<file path="config.mk">
export PLATFORM = sky130hd
export DESIGN_NAME = mem_arbiter
export DESIGN_NICKNAME = d
export VERILOG_FILES = /design/src/rtl/mem_arbiter_pkg.sv /design/src/rtl/arb_grant_pick.sv /design/src/rtl/mem_arbiter.sv
export SDC_FILE = /design/constraint.sdc
export NUM_CORES = 1
export LEC_CHECK = 0
export CORE_MARGIN = 3
export CORE_UTILIZATION = 35
export CTS_BUF_LIST = sky130_fd_sc_hd__clkbuf_8
export CTS_CLUSTER_SIZE = 12
export DETAILED_ROUTE_END_ITERATION = 10
export PLACE_DENSITY_LB_ADDON = 0.08
export SLEW_MARGIN = 5
export SYNTH_ARGS = -nofsm -noshare
export SYNTH_HDL_FRONTEND = slang
export SYNTH_SLANG_ARGS = --single-unit
export TNS_END_PERCENT = 100
</file>
<file path="constraint.sdc">
create_clock -name clock -period 2.9 [get_ports clock]
set_input_delay 0.87 -clock clock [delete_from_list [all_inputs] [get_ports clock]]
set_output_delay 0.87 -clock clock [all_outputs]
set_load 0.005 [all_outputs]
</file>
<file path="src/rtl/mem_arbiter_pkg.sv">
// Shared definitions for the two-port data-memory arbiter.
//   - Load/store size codes carried on *_rd_wr (passed through untouched).
//   - arb_state_t: arbiter FSM state encoding.
package mem_arbiter_pkg;

  // Load/store size codes understood by the data memory.
  localparam logic [2:0] LB_SB = 3'b000;  // byte, sign-extended on load
  localparam logic [2:0] LH_SH = 3'b001;  // halfword, sign-extended on load
  localparam logic [2:0] LW_SW = 3'b010;  // word
  localparam logic [2:0] LBU   = 3'b100;  // byte, zero-extended
  localparam logic [2:0] LHU   = 3'b101;  // halfword, zero-extended

  // Requester identifiers.
  localparam logic REQ_ID0 = 1'b0;
  localparam logic REQ_ID1 = 1'b1;

  typedef enum logic [1:0] {
    StIdle   = 2'b00,
    StAccess = 2'b01,
    StResp   = 2'b10
  } arb_state_t;

endpackage

</file>
<file path="src/rtl/arb_grant_pick.sv">
// Grant selection for the two-requester memory arbiter.
//   Optional feature macro: ARB_ROUND_ROBIN_EN
//     defined   -> on contention grant the requester not granted last
//     undefined -> on contention requester 0 always wins
//   A held lock masks out the non-owner before any arbitration.
// Ports:
//   valid       in  [1:0] request valid per requester
//   lock_active in        a lock is currently held
//   lock_owner  in        id of the lock holder
//   last_grant  in        id of the most recently accepted requester
//   grant       out [1:0] one-hot grant (all zero when nobody is eligible)
module arb_grant_pick
  import mem_arbiter_pkg::*;
(
  input  logic [1:0] valid,
  input  logic       lock_active,
  input  logic       lock_owner,
  input  logic       last_grant,
  output logic [1:0] grant
);

  logic [1:0] eligible;

`ifndef ARB_ROUND_ROBIN_EN
  // Fixed priority ignores the grant history.
  logic unused_last_grant;
  assign unused_last_grant = last_grant;
`endif

  always_comb begin
    eligible = valid;
    if (lock_active) begin
      eligible = (lock_owner == REQ_ID1) ? (valid & 2'b10) : (valid & 2'b01);
    end

    grant = 2'b00;
    case (eligible)
      2'b01: grant = 2'b01;
      2'b10: grant = 2'b10;
      2'b11: begin
`ifdef ARB_ROUND_ROBIN_EN
        grant = (last_grant == REQ_ID1) ? 2'b01 : 2'b10;
`else
        grant = 2'b01;
`endif
      end
      default: grant = 2'b00;
    endcase
  end

endmodule

</file>
<file path="src/rtl/mem_arbiter.sv">
// Two-requester arbiter in front of a single data memory.
// Fixed three-cycle transaction: IDLE (accept) -> ACCESS (memory driven) -> RESP (pulse).
// Optional feature macro: ARB_ROUND_ROBIN_EN (round-robin contention, see arb_grant_pick).
// Ports:
//   clock, reset                 clock; synchronous active-high reset
//   reqN_valid/ready             request handshake (ready combinational, IDLE only)
//   reqN_addr/wdata/rd_wr/wr     access description, latched on accept
//   reqN_lock                    keep exclusive ownership after this access
//   respN_valid/rdata            one-cycle completion pulse and load data (0 for stores)
//   mem_addr/wdata/rd_wr/wr      memory command, driven only in ACCESS
//   mem_rdata                    combinational memory read data
module mem_arbiter
  import mem_arbiter_pkg::*;
#(
  parameter int unsigned LOCK_TIMEOUT = 16,
  parameter int unsigned AW           = 32
) (
  input  logic          clock,
  input  logic          reset,
  input  logic          req0_valid,
  output logic          req0_ready,
  input  logic [AW-1:0] req0_addr,
  input  logic [31:0]   req0_wdata,
  input  logic [2:0]    req0_rd_wr,
  input  logic          req0_wr,
  input  logic          req0_lock,
  input  logic          req1_valid,
  output logic          req1_ready,
  input  logic [AW-1:0] req1_addr,
  input  logic [31:0]   req1_wdata,
  input  logic [2:0]    req1_rd_wr,
  input  logic          req1_wr,
  input  logic          req1_lock,
  output logic          resp0_valid,
  output logic [31:0]   resp0_rdata,
  output logic          resp1_valid,
  output logic [31:0]   resp1_rdata,
  output logic [AW-1:0] mem_addr,
  output logic [31:0]   mem_wdata,
  output logic [2:0]    mem_rd_wr,
  output logic          mem_wr,
  input  logic [31:0]   mem_rdata
);

  localparam int unsigned CW = (LOCK_TIMEOUT > 1) ? $clog2(LOCK_TIMEOUT) : 1;
  localparam logic [CW-1:0] ToLast = CW'(LOCK_TIMEOUT - 1);

  arb_state_t    state_q, state_d;
  logic          owner_q;
  logic [AW-1:0] addr_q;
  logic [31:0]   wdata_q;
  logic [2:0]    rd_wr_q;
  logic          wr_q;
  logic          lock_q, lock_d;
  logic [CW-1:0] to_cnt_q, to_cnt_d;
  logic          last_grant_q;
  logic [31:0]   rdata_q;

  logic [1:0]    grant;
  logic          accept;
  logic          sel;
  logic          resp_active;

  arb_grant_pick u_grant_pick (
    .valid       ({req1_valid, req0_valid}),
    .lock_active (lock_q),
    .lock_owner  (owner_q),
    .last_grant  (last_grant_q),
    .grant       (grant)
  );

  // The pick only grants valid requesters, so a grant in IDLE is a handshake.
  assign accept = (state_q == StIdle) && (grant != 2'b00);
  assign sel    = grant[1];

  always_comb begin
    state_d = state_q;
    unique case (state_q)
      StIdle:   if (accept) state_d = StAccess;
      StAccess: state_d = StResp;
      StResp:   state_d = StIdle;
      default:  state_d = StIdle;
    endcase
  end

  // Lock bookkeeping. An IDLE cycle with a lock held and no accept means the
  // owner was not requesting (the owner is always grantable while it holds the lock).
  always_comb begin
    lock_d   = lock_q;
    to_cnt_d = to_cnt_q;
    if (accept) begin
      lock_d   = sel ? req1_lock : req0_lock;
      to_cnt_d = '0;
    end else if ((state_q == StIdle) && lock_q) begin
      if (to_cnt_q == ToLast) begin
        lock_d   = 1'b0;
        to_cnt_d = '0;
      end else begin
        to_cnt_d = to_cnt_q + CW'(1);
      end
    end
  end

  always_ff @(posedge clock) begin
    if (reset) begin
      state_q      <= StIdle;
      owner_q      <= REQ_ID0;
      addr_q       <= '0;
      wdata_q      <= '0;
      rd_wr_q      <= '0;
      wr_q         <= 1'b0;
      lock_q       <= 1'b0;
      to_cnt_q     <= '0;
      last_grant_q <= REQ_ID1;
      rdata_q      <= '0;
    end else begin
      state_q  <= state_d;
      lock_q   <= lock_d;
      to_cnt_q <= to_cnt_d;
      if (accept) begin
        owner_q      <= sel;
        addr_q       <= sel ? req1_addr  : req0_addr;
        wdata_q      <= sel ? req1_wdata : req0_wdata;
        rd_wr_q      <= sel ? req1_rd_wr : req0_rd_wr;
        wr_q         <= sel ? req1_wr    : req0_wr;
        last_grant_q <= sel;
      end
      // Captured at the edge closing ACCESS, after the memory's negedge write.
      if (state_q == StAccess) begin
        rdata_q <= wr_q ? 32'h0 : mem_rdata;
      end
    end
  end

  // Handshake and command outputs are forced quiet in any cycle reset is high.
  always_comb begin
    req0_ready  = 1'b0;
    req1_ready  = 1'b0;
    mem_addr    = '0;
    mem_wdata   = '0;
    mem_rd_wr   = '0;
    mem_wr      = 1'b0;
    resp_active = 1'b0;
    if (!reset) begin
      req0_ready  = (state_q == StIdle) && grant[0];
      req1_ready  = (state_q == StIdle) && grant[1];
      resp_active = (state_q == StResp);
      if (state_q == StAccess) begin
        mem_addr  = addr_q;
        mem_wdata = wdata_q;
        mem_rd_wr = rd_wr_q;
        mem_wr    = wr_q;
      end
    end
    resp0_valid = resp_active && (owner_q == REQ_ID0);
    resp1_valid = resp_active && (owner_q == REQ_ID1);
    resp0_rdata = resp0_valid ? rdata_q : 32'h0;
    resp1_rdata = resp1_valid ? rdata_q : 32'h0;
  end

endmodule

</file>
Yosys cells after proc, flatten, opt, wreduce, memory -nomap -nowiden
Index checks and enable logic that the tools add are counted.

Flip-flop bits (word level): 108. Bits in latches: 0. RAM bits: 0. Memory bits (read-only): 0. Bits of input ports: 174. Output and inout port bits: 136. Logic and storage cells: 59. Memories: 0.

$add $sub $neg: 1. Multipliers: 0. Div/mod/pow operators: 0. Order comparisons: 0. Equal/unequal tests: 7. Shifts and indexed selects: 0. Multiplexer cells: 28. Bitwise operators: 1. Reduce and logical (&&, ||, !) cells: 13.

Operator list (number): 2-to-1 mux 32 bit (9); 2-to-1 mux 1 bit (10); 2-to-1 mux 3 bit (3); case mux 2 bit (2 select lines) (2); == test 2 bit, second input constant (3); logical AND 1 bit (6); 2-to-1 mux 2 bit (3); nonzero test 2 bit (3); adder 4 x 1 -> 4 bit, second input constant (1); == test 2 x 1 -> 1 bit, second input constant (2); == test 4 bit, second input constant (1); 2-to-1 mux 4 bit (1); OR reduction 2 bit (2); logical NOT 2 bit (1); inequality test 2 bit, second input constant (1); AND reduction 2 bit (1); NOT 1 bit (1).

Logic depth before layout (Yosys ltp)
Word-level depth: 9. Gate-level depth with buffers: 8.

Modules after synthesis
Synthesis repeated with hierarchy kept, for this count alone.

Cells, all modules: 496. Area, all modules: 5134.9 um^2.

By module, submodules not included: mem_arbiter (instances 1, cells an instance 492, area an instance 5107.4 um^2, sequential area each 2182.1 um^2); arb_grant_pick (instances 1, cells an instance 4, area an instance 27.5 um^2, sequential area each 0.0 um^2).

Worst setup path after synthesis
No wires, ideal clock.

Path kind: input -> output. Start point: in reset. End point: out mem_addr[12]. Arrival: 2.085 ns. Data required time: 2.030 ns. Setup slack: -0.055 ns. Stages: 5. Path buffers: 3. Path through: clkbuf_1 -> nor3b_1 -> clkbuf_1 -> clkbuf_1 -> and2_1.

Longest elaborated chain between the ends: 1.

Ends and longest elaborated chain: from (decl) (line mem_arbiter.sv:19) `input logic reset,`; 2-to-1 mux 32 bit (line mem_arbiter.sv:144) `if (!reset) begin`; to (decl) (line mem_arbiter.sv:38) `output logic [AW-1:0] mem_addr,`.

No other way between the ends.

Worst setup path after layout
Start point: in reset. End point: out resp1_rdata[4].

Longest elaborated chain between the ends: 3.

Ends and longest elaborated chain: 2-to-1 mux 1 bit (line mem_arbiter.sv:144); logical AND 1 bit (line mem_arbiter.sv:156) `resp1_valid = resp_active && (owner_q == REQ_ID1);`; 2-to-1 mux 32 bit (line mem_arbiter.sv:158) `resp1_rdata = resp1_valid ? rdata_q : 32'h0;`; to (decl) (line mem_arbiter.sv:37) `output logic [31:0] resp1_rdata,`.

No other way between the ends.

==> impl_metrics.ini <==
[run_status]
outcome = complete, but fails checks
violations = setup timing

[drt]
drtIter0Drc = 230
vias_per_cell = 5.01
drc = 0
dr.pass1.iters = 4
vias = 5788
drtAntennaViolNets = 0
wl_mm = 19.7
wl_per_cell_um = 17.1

[critical_path]
worst_path_max_delay_cell = nor4bb_4
ff2ff_path_depth = 6
critPathLaunch = reset
critPathMaxStageDelay_ns = 0.41
start_kind = input pin
cpMostUsedCell = buf_4
critPathArrivalTime_ns = 2.09
critPathCaptureType = output port
cp_max_fo = 16
reg2reg_slack_ns = 0.90
critPathCapture = resp1_rdata[4]
crit_required_ns = 2.03
path_class = input pin to output port
cp_cell_sequence = buf_4 > nor4bb_4 > buf_4 > clkbuf_16 > and2_1 > clkdlybuf4s15_1
worstReg2RegEnd = addr_q[16]$_SDFFE_PP0P_
timing.rr.start = lock_q$_SDFFE_PP0P_

[global_routing]
grt_antenna_before_repair = 0
grt_pass1_wl_mm = 29.7
grt_pass1_vias = 5722
overflow = 0
grt_util_all_layers = 0.227
grt_max_degree = 69

[hold_path]
hold_path_class = register to register

[cts]
hold_buffers = 0
cts.path.max_buffers = 2
cts.sinks = 108
clkTransAtPathRegs_ns = 0.10
cts-buffers-inserted = 9
cts.htree.levels = 3
cts-root-buf = clkbuf_8
cts_tree = yes
clk_latency_ns = 0.37

[pwr]
p_per_area_mw_per_mm2 = 413
ir_drop_v = 0.000211
static-leakage-power_nw = 4.04

[finish]
syn_to_final_growth_pct = 72.5
design_area_sq_mm = 0.00896
final_common_cell = clkdlybuf4s50_1
layout-drive-gt1-share = 0.165
diodes = 0
utilization = 0.631
mostFrequentLayoutCells = 172 x clkdlybuf4s50_1, 138 x nand2_1, 128 x and2_1, 108 x dfxtp_1, 70 x nor2_1
layout.nets = 1145

[synthesis]
yosysSeqAreaShare = 0.416
ys_types = 28
syn_nets = 827
synth_area_sq_mm = 0.00519
syn_avg_cell_area_sq_um = 7.97
ys_warn_count = 0
yosys_register_bits = 108
syn-instance-count = 652

[placed_design]
port_buffers = 309
place.gp.congestion = 0.859
place_area_sq_mm = 0.00867
dpl_worst_slack_ns = -0.541
post-dp-hpwl_mm = 13.7

[floorplan]
die-area_sq_mm = 0.0163
die_width_um = 128
rows = 43
boundaryPins = 310
core_sq_mm = 0.0142
dieHeight_um = 128
initial_core_util = 0.366

[sta]
fin_worst_skew_ns = 0.00737
slew-limit-headroom = 0.505
finalHoldViolCount = 0
post-route-min-period_ns = 2.96
timing.final.ws_setup_ns = -0.0632
fin_crit_sh = 1.02
holdWs_ns = 0.496
tightest_slew_ns = 0.743
drv_slew = 0
rsz0062_at_grt = yes
max_freq_mhz = 337
setup_viol = 1

[run]
drv_cap = 0
[what timing repair did]
item | 4_1_cts | 5_1_grt
pin swaps | 1 | 4
setup endpoints to repair | 133 | 59
setup buffers | 11 | 8
resized for setup | 169 | 154
gates cloned | 5 | 5
[kinds of logic after synthesis]
kind of cell / count (synthesis) / synth area share
mux: 2 / 0.00385
flops: 108 / 0.416
simple gates: 362 / 0.337
fa+ha+maj: 1 / 0.00241
buf+inv: 66 / 0.0520
compound gates: 112 / 0.187
xor+xnor: 1 / 0.00169
[stage by stage]
stage          setup TNS (ns)  instances  power [W]
2_1_floorplan               0        652    0.00224
3_3_place_gp           -21.46       1111    0.00274
3_5_place_dp           -22.85       1111    0.00277
4_1_cts                -0.826       1143    0.00373
5_1_grt                -0.837       1155    0.00393
6_report              -0.0632       1155    0.00370
[worst max-delay path: cells and delay by family]
kind / cells / cell delay [ns]
buf+inv: 4 / 0.68
simple gates: 2 / 0.53
[power by group]
| part | total, W | leakage (nW) | switching, W | internal [W] |
|---|---|---|---|---|
| Sequential | 0.00176 | 0.891 | 0.0000989 | 0.00166 |
| Combinational | 0.00102 | 3.04 | 0.000447 | 0.000570 |
| Clock | 0.000925 | 0.109 | 0.000509 | 0.000417 |
| Total | 0.00370 | 4.04 | 0.00105 | 0.00265 |
[cell usage after synthesis]
library cell | number | area share
or2_2 | 1 | 0.0012
nand3_1 | 4 | 0.0039
a21oi_1 | 7 | 0.0067
mux2i_1 | 2 | 0.0039
nand2_1 | 138 | 0.10
and3b_1 | 1 | 0.0017
clkbuf_1 | 47 | 0.034
a311oi_1 | 68 | 0.11
nor3_1 | 6 | 0.0058
a22o_1 | 32 | 0.054
and2_1 | 132 | 0.16
buf_2 | 15 | 0.014
xor2_1 | 1 | 0.0017
nor4bb_1 | 1 | 0.0019
nor3b_1 | 2 | 0.0029
nor2b_1 | 1 | 0.0012
buf_4 | 1 | 0.0014
dfxtp_1 | 108 | 0.42
nand2b_1 | 1 | 0.0012
inv_1 | 3 | 0.0022
a211o_1 | 2 | 0.0034
ha_1 | 1 | 0.0024
or3b_2 | 2 | 0.0034
and4b_1 | 1 | 0.0019
a2111oi_4 | 1 | 0.0053
nor4_1 | 2 | 0.0024
a21o_1 | 2 | 0.0029
nor2_1 | 70 | 0.051
[per-layer routing]
metal  wire length (um)  global-route usage  vias up
li1                   -                   -     2857
met1               7800               0.256     2648
met2               9870               0.403      236
met3               1310              0.0550       47
met4                771               0.104        0
met5                  0                   0        -
[layout make-up]
| class | count | area [sq um] |
|---|---|---|
| flip-flops and latches | 108 | 2160 |
| well taps | 180 | 225 |
| clock buffers | 10 | 138 |
| inverters | 3 | 11.3 |
| repair buffers | 370 | 3540 |
| fillers | 1223 | 5250 |
| clock inverters | 6 | 56.3 |
| multi-input cells | 478 | 2830 |
[sequential cells by signal (all words and copies together), names as in the netlist]
signal,flops
rd_wr_q,3
addr_q,32
rdata_q,32
wr_q,1
wdata_q,32
lock_q,1
owner_q,1
state_q,2
to_cnt_q,4
[how the worst min path moves through the flow]
stage | start | endpoint | slack, ns | cells past startpoint
2_1_floorplan | rdata_q[0]$_SDFFE_PP0N_ | rdata_q[0]$_SDFFE_PP0N_ | 0.46 | 1
3_3_place_gp | rdata_q[12]$_SDFFE_PP0N_ | rdata_q[12]$_SDFFE_PP0N_ | 0.47 | 1
3_5_place_dp | rdata_q[12]$_SDFFE_PP0N_ | rdata_q[12]$_SDFFE_PP0N_ | 0.48 | 1
4_1_cts | addr_q[30]$_SDFFE_PP0P_ | addr_q[30]$_SDFFE_PP0P_ | 0.50 | 2
5_1_grt | wdata_q[9]$_SDFFE_PP0P_ | wdata_q[9]$_SDFFE_PP0P_ | 0.51 | 2
6_report | rdata_q[26]$_SDFFE_PP0N_ | rdata_q[26]$_SDFFE_PP0N_ | 0.50 | 1
Note: power is estimated with default switching activity, not from simulation.
